**src/rtl/mips_ctrl_pkg.sv**
```systemverilog
// rtl/mips_ctrl_pkg.sv - shared constants and boot sequencer state encoding
package mips_ctrl_pkg;

  // Address and word widths shared by the sequencer, the pc and the instruction memory
  localparam int DEFAULT_ADDR_WIDTH = 8;
  localparam int DEFAULT_DATA_WIDTH = 32;

  typedef enum logic [2:0] {
    ST_IDLE = 3'd0,
    ST_LOAD = 3'd1,
    ST_HOLD = 3'd2,
    ST_RUN  = 3'd3,
    ST_DONE = 3'd4
  } boot_state_e;

  // The sequencer owns the core while loading, holding it in reset, or running it
  function automatic logic is_busy(input boot_state_e s);
    return (s == ST_LOAD) || (s == ST_HOLD) || (s == ST_RUN);
  endfunction

endpackage

```
**src/rtl/down_counter.sv**
```systemverilog
// rtl/down_counter.sv - loadable down counter with zero flag
module down_counter #(
  parameter int WIDTH = 8
) (
  input  logic             clk,
  input  logic             rst_n,
  input  logic             load,
  input  logic [WIDTH-1:0] load_value,
  input  logic             en,
  output logic             zero
);

  logic [WIDTH-1:0] count_q;
  logic [WIDTH-1:0] count_d;

  // Load has priority; decrement saturates at zero
  always_comb begin
    count_d = count_q;
    if (load) begin
      count_d = load_value;
    end else if (en && (count_q != '0)) begin
      count_d = count_q - WIDTH'(1);
    end
  end

  // Count register
  always_ff @(posedge clk or negedge rst_n) begin
    if (!rst_n) begin
      count_q <= '0;
    end else begin
      count_q <= count_d;
    end
  end

  assign zero = (count_q == '0);

endmodule

```
**src/rtl/boot_sequencer.sv**
```systemverilog
// rtl/boot_sequencer.sv - loads a program into instruction memory, then runs the core for a cycle budget
module boot_sequencer
  import mips_ctrl_pkg::*;
#(
  parameter int ADDR_WIDTH   = DEFAULT_ADDR_WIDTH,
  parameter int DATA_WIDTH   = DEFAULT_DATA_WIDTH,
  parameter int RESET_CYCLES = 2,
  parameter int RUN_WIDTH    = 16
) (
  input  logic                  clk,
  input  logic                  reset,
  input  logic                  start,
  input  logic                  abort,
  input  logic [ADDR_WIDTH:0]   word_count,
  input  logic [RUN_WIDTH-1:0]  run_cycles,
  input  logic                  in_valid,
  input  logic [DATA_WIDTH-1:0] in_data,
  output logic                  in_ready,
  output logic                  imem_we,
  output logic [ADDR_WIDTH-1:0] imem_addr,
  output logic [DATA_WIDTH-1:0] imem_wdata,
  output logic                  cpu_reset,
  output logic                  busy,
  output logic                  done,
  output logic                  error
);

  localparam int HOLD_W = (RESET_CYCLES > 1) ? $clog2(RESET_CYCLES) : 1;
  localparam logic [HOLD_W-1:0]   HOLD_LOAD = HOLD_W'(RESET_CYCLES - 1);
  localparam logic [ADDR_WIDTH:0] MAX_WORDS = {1'b1, {ADDR_WIDTH{1'b0}}};
  localparam logic [ADDR_WIDTH:0] LAST_WORD = (ADDR_WIDTH + 1)'(1);

  boot_state_e           state_q, state_d;
  logic [ADDR_WIDTH-1:0] addr_q, addr_d;
  logic [ADDR_WIDTH:0]   words_left_q, words_left_d;
  logic [RUN_WIDTH-1:0]  run_cycles_q, run_cycles_d;
  logic                  imem_we_q, imem_we_d;
  logic [ADDR_WIDTH-1:0] imem_addr_q, imem_addr_d;
  logic [DATA_WIDTH-1:0] imem_wdata_q, imem_wdata_d;
  logic                  error_q, error_d;

  logic start_legal;
  logic handshake;
  logic hold_load, hold_en, hold_zero;
  logic run_load, run_en, run_zero;

  assign start_legal = (word_count != '0) && (word_count <= MAX_WORDS);

  // Abort gates in_ready combinationally so a coincident word is never accepted
  assign in_ready  = (state_q == ST_LOAD) && !abort;
  assign handshake = in_valid && in_ready;

  // Next-state, load bookkeeping and write-port staging
  always_comb begin
    state_d      = state_q;
    addr_d       = addr_q;
    words_left_d = words_left_q;
    run_cycles_d = run_cycles_q;
    imem_we_d    = 1'b0;
    imem_addr_d  = imem_addr_q;
    imem_wdata_d = imem_wdata_q;
    error_d      = 1'b0;
    hold_load    = 1'b0;
    hold_en      = 1'b0;
    run_load     = 1'b0;
    run_en       = 1'b0;

    if (abort) begin
      state_d = ST_IDLE;
    end else begin
      case (state_q)
        ST_IDLE, ST_DONE: begin
          if (start) begin
            if (start_legal) begin
              state_d      = ST_LOAD;
              addr_d       = '0;
              words_left_d = word_count;
              run_cycles_d = run_cycles;
            end else begin
              error_d = 1'b1;
            end
          end
        end
        ST_LOAD: begin
          if (handshake) begin
            imem_we_d    = 1'b1;
            imem_addr_d  = addr_q;
            imem_wdata_d = in_data;
            addr_d       = addr_q + ADDR_WIDTH'(1);
            words_left_d = words_left_q - LAST_WORD;
            if (words_left_q == LAST_WORD) begin
              state_d   = ST_HOLD;
              hold_load = 1'b1;
            end
          end
        end
        ST_HOLD: begin
          if (hold_zero) begin
            state_d  = ST_RUN;
            run_load = 1'b1;
          end else begin
            hold_en = 1'b1;
          end
        end
        ST_RUN: begin
          // A zero budget means run until aborted
          if (run_cycles_q != '0) begin
            if (run_zero) begin
              state_d = ST_DONE;
            end else begin
              run_en = 1'b1;
            end
          end
        end
        default: state_d = ST_IDLE;
      endcase
    end
  end

  // State and datapath registers
  always_ff @(posedge clk or negedge reset) begin
    if (!reset) begin
      state_q      <= ST_IDLE;
      addr_q       <= '0;
      words_left_q <= '0;
      run_cycles_q <= '0;
      imem_we_q    <= 1'b0;
      imem_addr_q  <= '0;
      imem_wdata_q <= '0;
      error_q      <= 1'b0;
    end else begin
      state_q      <= state_d;
      addr_q       <= addr_d;
      words_left_q <= words_left_d;
      run_cycles_q <= run_cycles_d;
      imem_we_q    <= imem_we_d;
      imem_addr_q  <= imem_addr_d;
      imem_wdata_q <= imem_wdata_d;
      error_q      <= error_d;
    end
  end

  // HOLD lasts RESET_CYCLES cycles: loaded with RESET_CYCLES-1 on entry
  down_counter #(.WIDTH(HOLD_W)) u_hold_cnt (
    .clk        (clk),
    .rst_n      (reset),
    .load       (hold_load),
    .load_value (HOLD_LOAD),
    .en         (hold_en),
    .zero       (hold_zero)
  );

  // RUN lasts run_cycles cycles: loaded with run_cycles-1 on entry
  down_counter #(.WIDTH(RUN_WIDTH)) u_run_cnt (
    .clk        (clk),
    .rst_n      (reset),
    .load       (run_load),
    .load_value (run_cycles_q - RUN_WIDTH'(1)),
    .en         (run_en),
    .zero       (run_zero)
  );

  assign imem_we    = imem_we_q;
  assign imem_addr  = imem_addr_q;
  assign imem_wdata = imem_wdata_q;
  assign error      = error_q;
  assign cpu_reset  = (state_q != ST_RUN);
  assign busy       = is_busy(state_q);
  assign done       = (state_q == ST_DONE);

endmodule

```
**config.mk**
```make
export PLATFORM = sky130hd
export DESIGN_NAME = boot_sequencer
export DESIGN_NICKNAME = d
export VERILOG_FILES = /design/src/rtl/mips_ctrl_pkg.sv /design/src/rtl/down_counter.sv /design/src/rtl/boot_sequencer.sv
export SDC_FILE = /design/constraint.sdc
export NUM_CORES = 1
export LEC_CHECK = 0
export ABC_AREA = 1
export BUFFER_PORTS_ARGS = -buffer_cell sky130_fd_sc_hd__buf_2
export CORE_ASPECT_RATIO = 1.5
export CORE_MARGIN = 10
export CORE_UTILIZATION = 40
export DETAILED_ROUTE_END_ITERATION = 7
export PLACE_DENSITY_LB_ADDON = 0.12
export SYNTH_ARGS = -nofsm -noshare
export SYNTH_HDL_FRONTEND = slang
export SYNTH_SLANG_ARGS = --single-unit
export TNS_END_PERCENT = 50
```
**constraint.sdc**
```tcl
create_clock -name clk -period 2.5 [get_ports clk]
set_input_delay 0.25 -clock clk [delete_from_list [all_inputs] [get_ports clk]]
set_output_delay 0.25 -clock clk [all_outputs]
set_load 0.01 [all_outputs]
```
## Word level (Yosys, flattened, before mapping)

Index checks and enable logic that the tools add are counted.
W data, S select, Z words.

| operators by class | value |
|---|---|
| $add $sub $neg | 5 |
| multiply operators | 0 |
| div/mod/pow operators | 0 |
| magnitude comparators | 1 |
| equal/unequal tests | 16 |
| shift operators | 0 |
| mux-type cells | 42 |
| bitwise operators | 1 |
| reductions and logical operators | 21 |

Operator list:

| operator | count |
|---|---|
| $mux W16 | 2 |
| $reduce_bool A16 Y1 | 2 |
| $sub A16 B1 Y16 const B | 2 |
| $mux W9 | 3 |
| $mux W3 | 8 |
| $mux W8 | 3 |
| $mux W1 | 23 |
| $ne A3 B3 Y1 const B | 6 |
| $pmux W9 S2 | 1 |
| $logic_not A16 Y1 | 1 |
| $pmux W8 S2 | 1 |
| $pmux W3 S4 | 1 |
| $eq A9 B1 Y1 const B | 1 |
| $le A9 B9 Y1 const B | 1 |
| $reduce_bool A9 Y1 | 1 |
| $sub A9 B1 Y9 const B | 1 |
| $add A8 B1 Y8 const B | 1 |
| $reduce_and A7 Y1 | 1 |
| $eq A3 B2 Y1 const B | 2 |
| $ne A2 B2 Y1 const B | 3 |
| $ne A3 B2 Y1 const B | 2 |
| $reduce_bool A2 Y1 | 3 |
| $logic_and A1 B1 Y1 | 5 |
| $reduce_and A5 Y1 | 1 |
| other kinds (10) | 11 |

| word-level totals | value |
|---|---|
| bits in registers | 95 |
| latch bits | 0 |
| bits in writable memories | 0 |
| memory bits (read-only) | 0 |
| bits of input ports | 62 |
| logic and storage cells | 96 |
| memories kept | 0 |

## Logic depth before layout (Yosys ltp)

| logic depth | value |
|---|---|
| depth after elaboration | 8 |
| depth in mapped cells | 16 |
| mapped depth without buffers | 15 |

## Cells and area by module

From an unflattened synthesis, not the netlist that was laid out.

| second synthesis, totals | value |
|---|---|
| cell total of the unflattened synthesis | 704 |
| area total of the unflattened synthesis | 5235.0 µm² |

By module, submodules not included:

| module | instances | cells an instance | area an instance (µm²) | sequential area each (µm²) |
|---|---|---|---|---|
| boot_sequencer | 1 | 514 | 3936.3 | 1951.9 |
| down_counter (u_run_cnt) | 1 | 183 | 1249.9 | 400.4 |
| down_counter (u_hold_cnt) | 1 | 7 | 48.8 | 25.0 |

## Least setup slack after synthesis

OpenSTA, ideal clock, no wires.

| timing path | value |
|---|---|
| path type | register to register |
| start | reg state_q[2] |
| end | reg u_run_cnt.count_q[14] |
| arrival | 1705 ps |
| required time | 2384 ps |
| slack | 679 ps |
| cell stages (with the launch flop) | 15 |
| buffers on the path | 1 |
| clock period less this slack | 1821 ps |
| path through | dfrtp_1 -> nor2_2 -> nand3_2 -> buf_6 -> nand2_1 -> nand2_1 -> ha_1 -> nand3_1 -> inv_1 -> nand3_1 -> inv_1 -> nand3_1 -> nand2_1 -> nand2_1 -> nand2_1 |

| between the ends | value |
|---|---|
| cells in the longest elaborated chain, start to end | 5 |
| elaborated cells between the ends (all ways) | 9 |
| those cells by class | eq/ne: 2; mux: 5; reduce/logical: 2 |

RTL lines:

| element | RTL line | RTL |
|---|---|---|
| start: declaration | boot_sequencer.sv:33 | `boot_state_e state_q, state_d;` |
| start signal: assignment | boot_sequencer.sv:132 | `state_q <= state_d;` |
| $eq A3 B2 Y1 | boot_sequencer.sv:71 | `case (state_q)` |
| $mux W1 | boot_sequencer.sv:71 |  |
| $mux W1 | boot_sequencer.sv:68 | `if (abort) begin` |
| $logic_and A1 B1 Y1 | down_counter.sv:21 | `end else if (en && (count_q != '0)) begin` |
| $reduce_bool A2 Y1 (no line) | -- |  |
| end signal: assignment | down_counter.sv:31 | `count_q <= count_d;` |
| end: declaration | down_counter.sv:13 | `logic [WIDTH-1:0] count_q;` |

Several ways; a longest one is shown, not always the timed one.
A chain may end at the register's enable or synchronous reset.

## Worst setup path after layout

| timing path | value |
|---|---|
| start | reg state_q[2] |
| end | reg u_run_cnt.count_q[12] |

Same word-level chain as after synthesis.

==> metrics.txt <==
status=completed; DR iter-0 viols=210; hold crit path type=in2reg; total grt overflow=0; met1 GRT Util=0.162; I/O pins=108; Std-Cell Rows=49; Placer Congestion=0.915; crit path kind=reg2reg; cts repair resizes=0; Crit Path Max Fanout=14; Max IR drop VDD=0.502 mV; Routed WL=13100 um; antenna-violating nets left=0; core box area=12000 um2; CTS clk-pin slew, worst paths=0.07 ns; clock skew=0.00678 ns; Nets=810; Vias=4489; final slew viol count=0; largest net degree at the start of global routing=49; crit path time final=2.22 ns; Max clock buf depth=2; sequential-to-total area share from yosys stat=0.482; Gate Count Post-Synth=637; cell family with most CP delay=simple AND/OR/NAND/NOR gates; die area=17300 um2; Filler cells=1232; Final period util=0.888; met2 Usage GRT=0.276; Num CTS Buffers=9; busiest grt layer=met2; FMAX=450 MHz; initial core utilization=0.411; Syn Nets=703; Cell Chain, Critical Path=nor2_2 -> nand3_2 -> o21ai_2 -> ha_1 -> nand3_1 -> nor2_1 -> nand2_1 -> nor2_1 -> nand2_1 -> nand3_1 -> nand2_1; Crit path largest cell delay=0.43 ns; top_reg_cell synth=dfrtp_1; routed len/inst=14.5 um; CTS sink count=95; Detailed Place HPWL=10200 um; post-CTS setup buffers=0; Layout Utilization=0.494; Avg Cell Area, Syn=7.75 um2; Clock Root Buffer=clkbuf_16; setup slack, reg-to-reg=0.28 ns; crit end category=flip-flop; Slowest-stage cell, CP=dfrtp_1; Final Hold Vio Count=0; most frequent cells in the layout=nand2_1 (251), buf_2 (106), dfrtp_1 (95); Pre-antenna DRT Iters=5; LEAKAGE=3.24 nW; met3 Use GR=0.0327; CP arrival=2.45 ns; Die H=156 um; Skew-Pair Late Insertion Delay=0.34 ns; Tot Pwr=0.00675 W; residual DRC count=0; share of layout cells above drive strength 1=0.214; CP bufs+invs=0; area grow syn2layout=20.4%; vias per cell=4.98; GRT Total Usage=0.151; Slew @ Worst Pin=0.646 ns; endpoints failing setup=0; H-tree Lvls=3; Max-slew headroom=0.570; vias in the first global route=4534; # Max-Cap Violations=0; most used cell, CP=nand2_1; hold_buf cts=1; TritonCTS clock tree=done; pwr dens=1140 nW/um2; post-synthesis instance area=4930 um2; Worst Path Required=2.73 ns; diode count=0; setup TNS=0 ns; first-pass GRT wire length=21700 um; Post-synth EDFFs=0; Yosys warnings=0; most common cell after layout, fill and taps aside=nand2_1; RSZ-0062 raised after global routing=false; IO Port Bufs=107; CP Launch Type=flip-flop; Synth Register Bits=95; initial antenna violation count=0; Die W=111 um; Async SR Flop Fraction=1.00; post-synth cell types=41
-- cell families (layout without fill, tap and decap cells) --
group / Yosys count / count (layout) / synth area share
AND/OR/NAND/NOR: 382 / 382 / 0.327
multiplexers: 9 / 9 / 0.0198
AO/OA/AOI/OAI: 51 / 51 / 0.0636
XOR/XNOR: 15 / 15 / 0.0266
flip-flops: 95 / 95 / 0.482
buffers and inverters: 81 / 193 / 0.0715
adder cells (fa/ha/maj): 4 / 4 / 0.0101
-- worst reg2reg max path, cell delays in order, from the launching register on --
cell and delay (ns):
dfrtp_1 0.43, nor2_2 0.16, nand3_2 0.25, o21ai_2 0.29
ha_1 0.20, nand3_1 0.11, nor2_1 0.21, nand2_1 0.16
nor2_1 0.11, nand2_1 0.06, nand3_1 0.08, nand2_1 0.06
-- path summary, 6_finish.rpt --
kind | start | end | depth (start not counted)
worst min-delay path | in_data[20] | imem_wdata[20] | 3
worst max-delay path | state_q[2] | u_run_cnt.count_q[12] | 11
max in group asynchronous | reset | u_run_cnt.count_q[11] | 3
worst max register to register | state_q[2] | u_run_cnt.count_q[12] | 11
min in group asynchronous | reset | u_run_cnt.count_q[2] | 2
worst min register to register | imem_wdata[17] | imem_wdata[17] | 2
-- layer usage --
layer | share of wire | vias up | wire (um)
li1 | - | 2241 | -
met1 | 0.40 | 2139 | 5190
met2 | 0.54 | 91 | 7010
met3 | 0.041 | 18 | 543
met4 | 0.026 | 0 | 340
met5 | 0 | - | 0
-- sequential cells by signal (all words and copies together) (netlist names) --
register and flops:
words_left_q 9, error 1, imem_wdata 32, addr_q 8
state_q 3, imem_we 1, u_hold_cnt.count_q 1, run_cycles_q 16
u_run_cnt.count_q 16, imem_addr 8
-- final cells by class --
cell class / instances / area [um2] / area share
Multi-Input combinational cell: 461 / 2200 / 0.371
Clock inverter: 6 / 75.1 / 0.0126
Clock buffer: 10 / 239 / 0.0402
Timing Repair Buffer: 120 / 638 / 0.107
Tap cell: 153 / 191 / 0.0322
Sequential cell: 95 / 2380 / 0.400
Inverter: 57 / 214 / 0.0360
-- cells in the mapped netlist, types with 5 or more instances --
master | number | area (um2)
nand2_1 | 251 | 942
o21ai_0 | 18 | 90.1
xnor2_1 | 5 | 43.8
mux2_2 | 6 | 67.6
nor2_1 | 58 | 218
buf_2 | 6 | 30.0
o21ai_1 | 5 | 25.0
nor3_1 | 5 | 25.0
nand4_1 | 29 | 181
a21oi_1 | 13 | 65.1
inv_1 | 54 | 203
dfrtp_1 | 95 | 2380
clkbuf_1 | 8 | 30.0
xor2_1 | 10 | 87.6
nand3_1 | 23 | 115
-- stage by stage --
step	hold WS [ns]	setup slack, ns	instances	instance area (um2)
final	0.106	0.279	902	5940
after global routing	0.0944	0.0856	902	5940
after CTS	0.0894	0.323	902	5940
after detailed placement	0.332	0.329	885	5620
after global placement	0.320	0.406	885	5620
after floorplan	-0.0456	0.679	637	4930
-- power by group --
group | internal (W) | switching, W | leakage, nW
logic | 0.000984 | 0.00173 | 1.90
clock network | 0.000820 | 0.000629 | 0.152
registers | 0.00217 | 0.000418 | 1.19
total | 0.00397 | 0.00277 | 3.24
No activity file was read; power rests on OpenSTA's default activity.
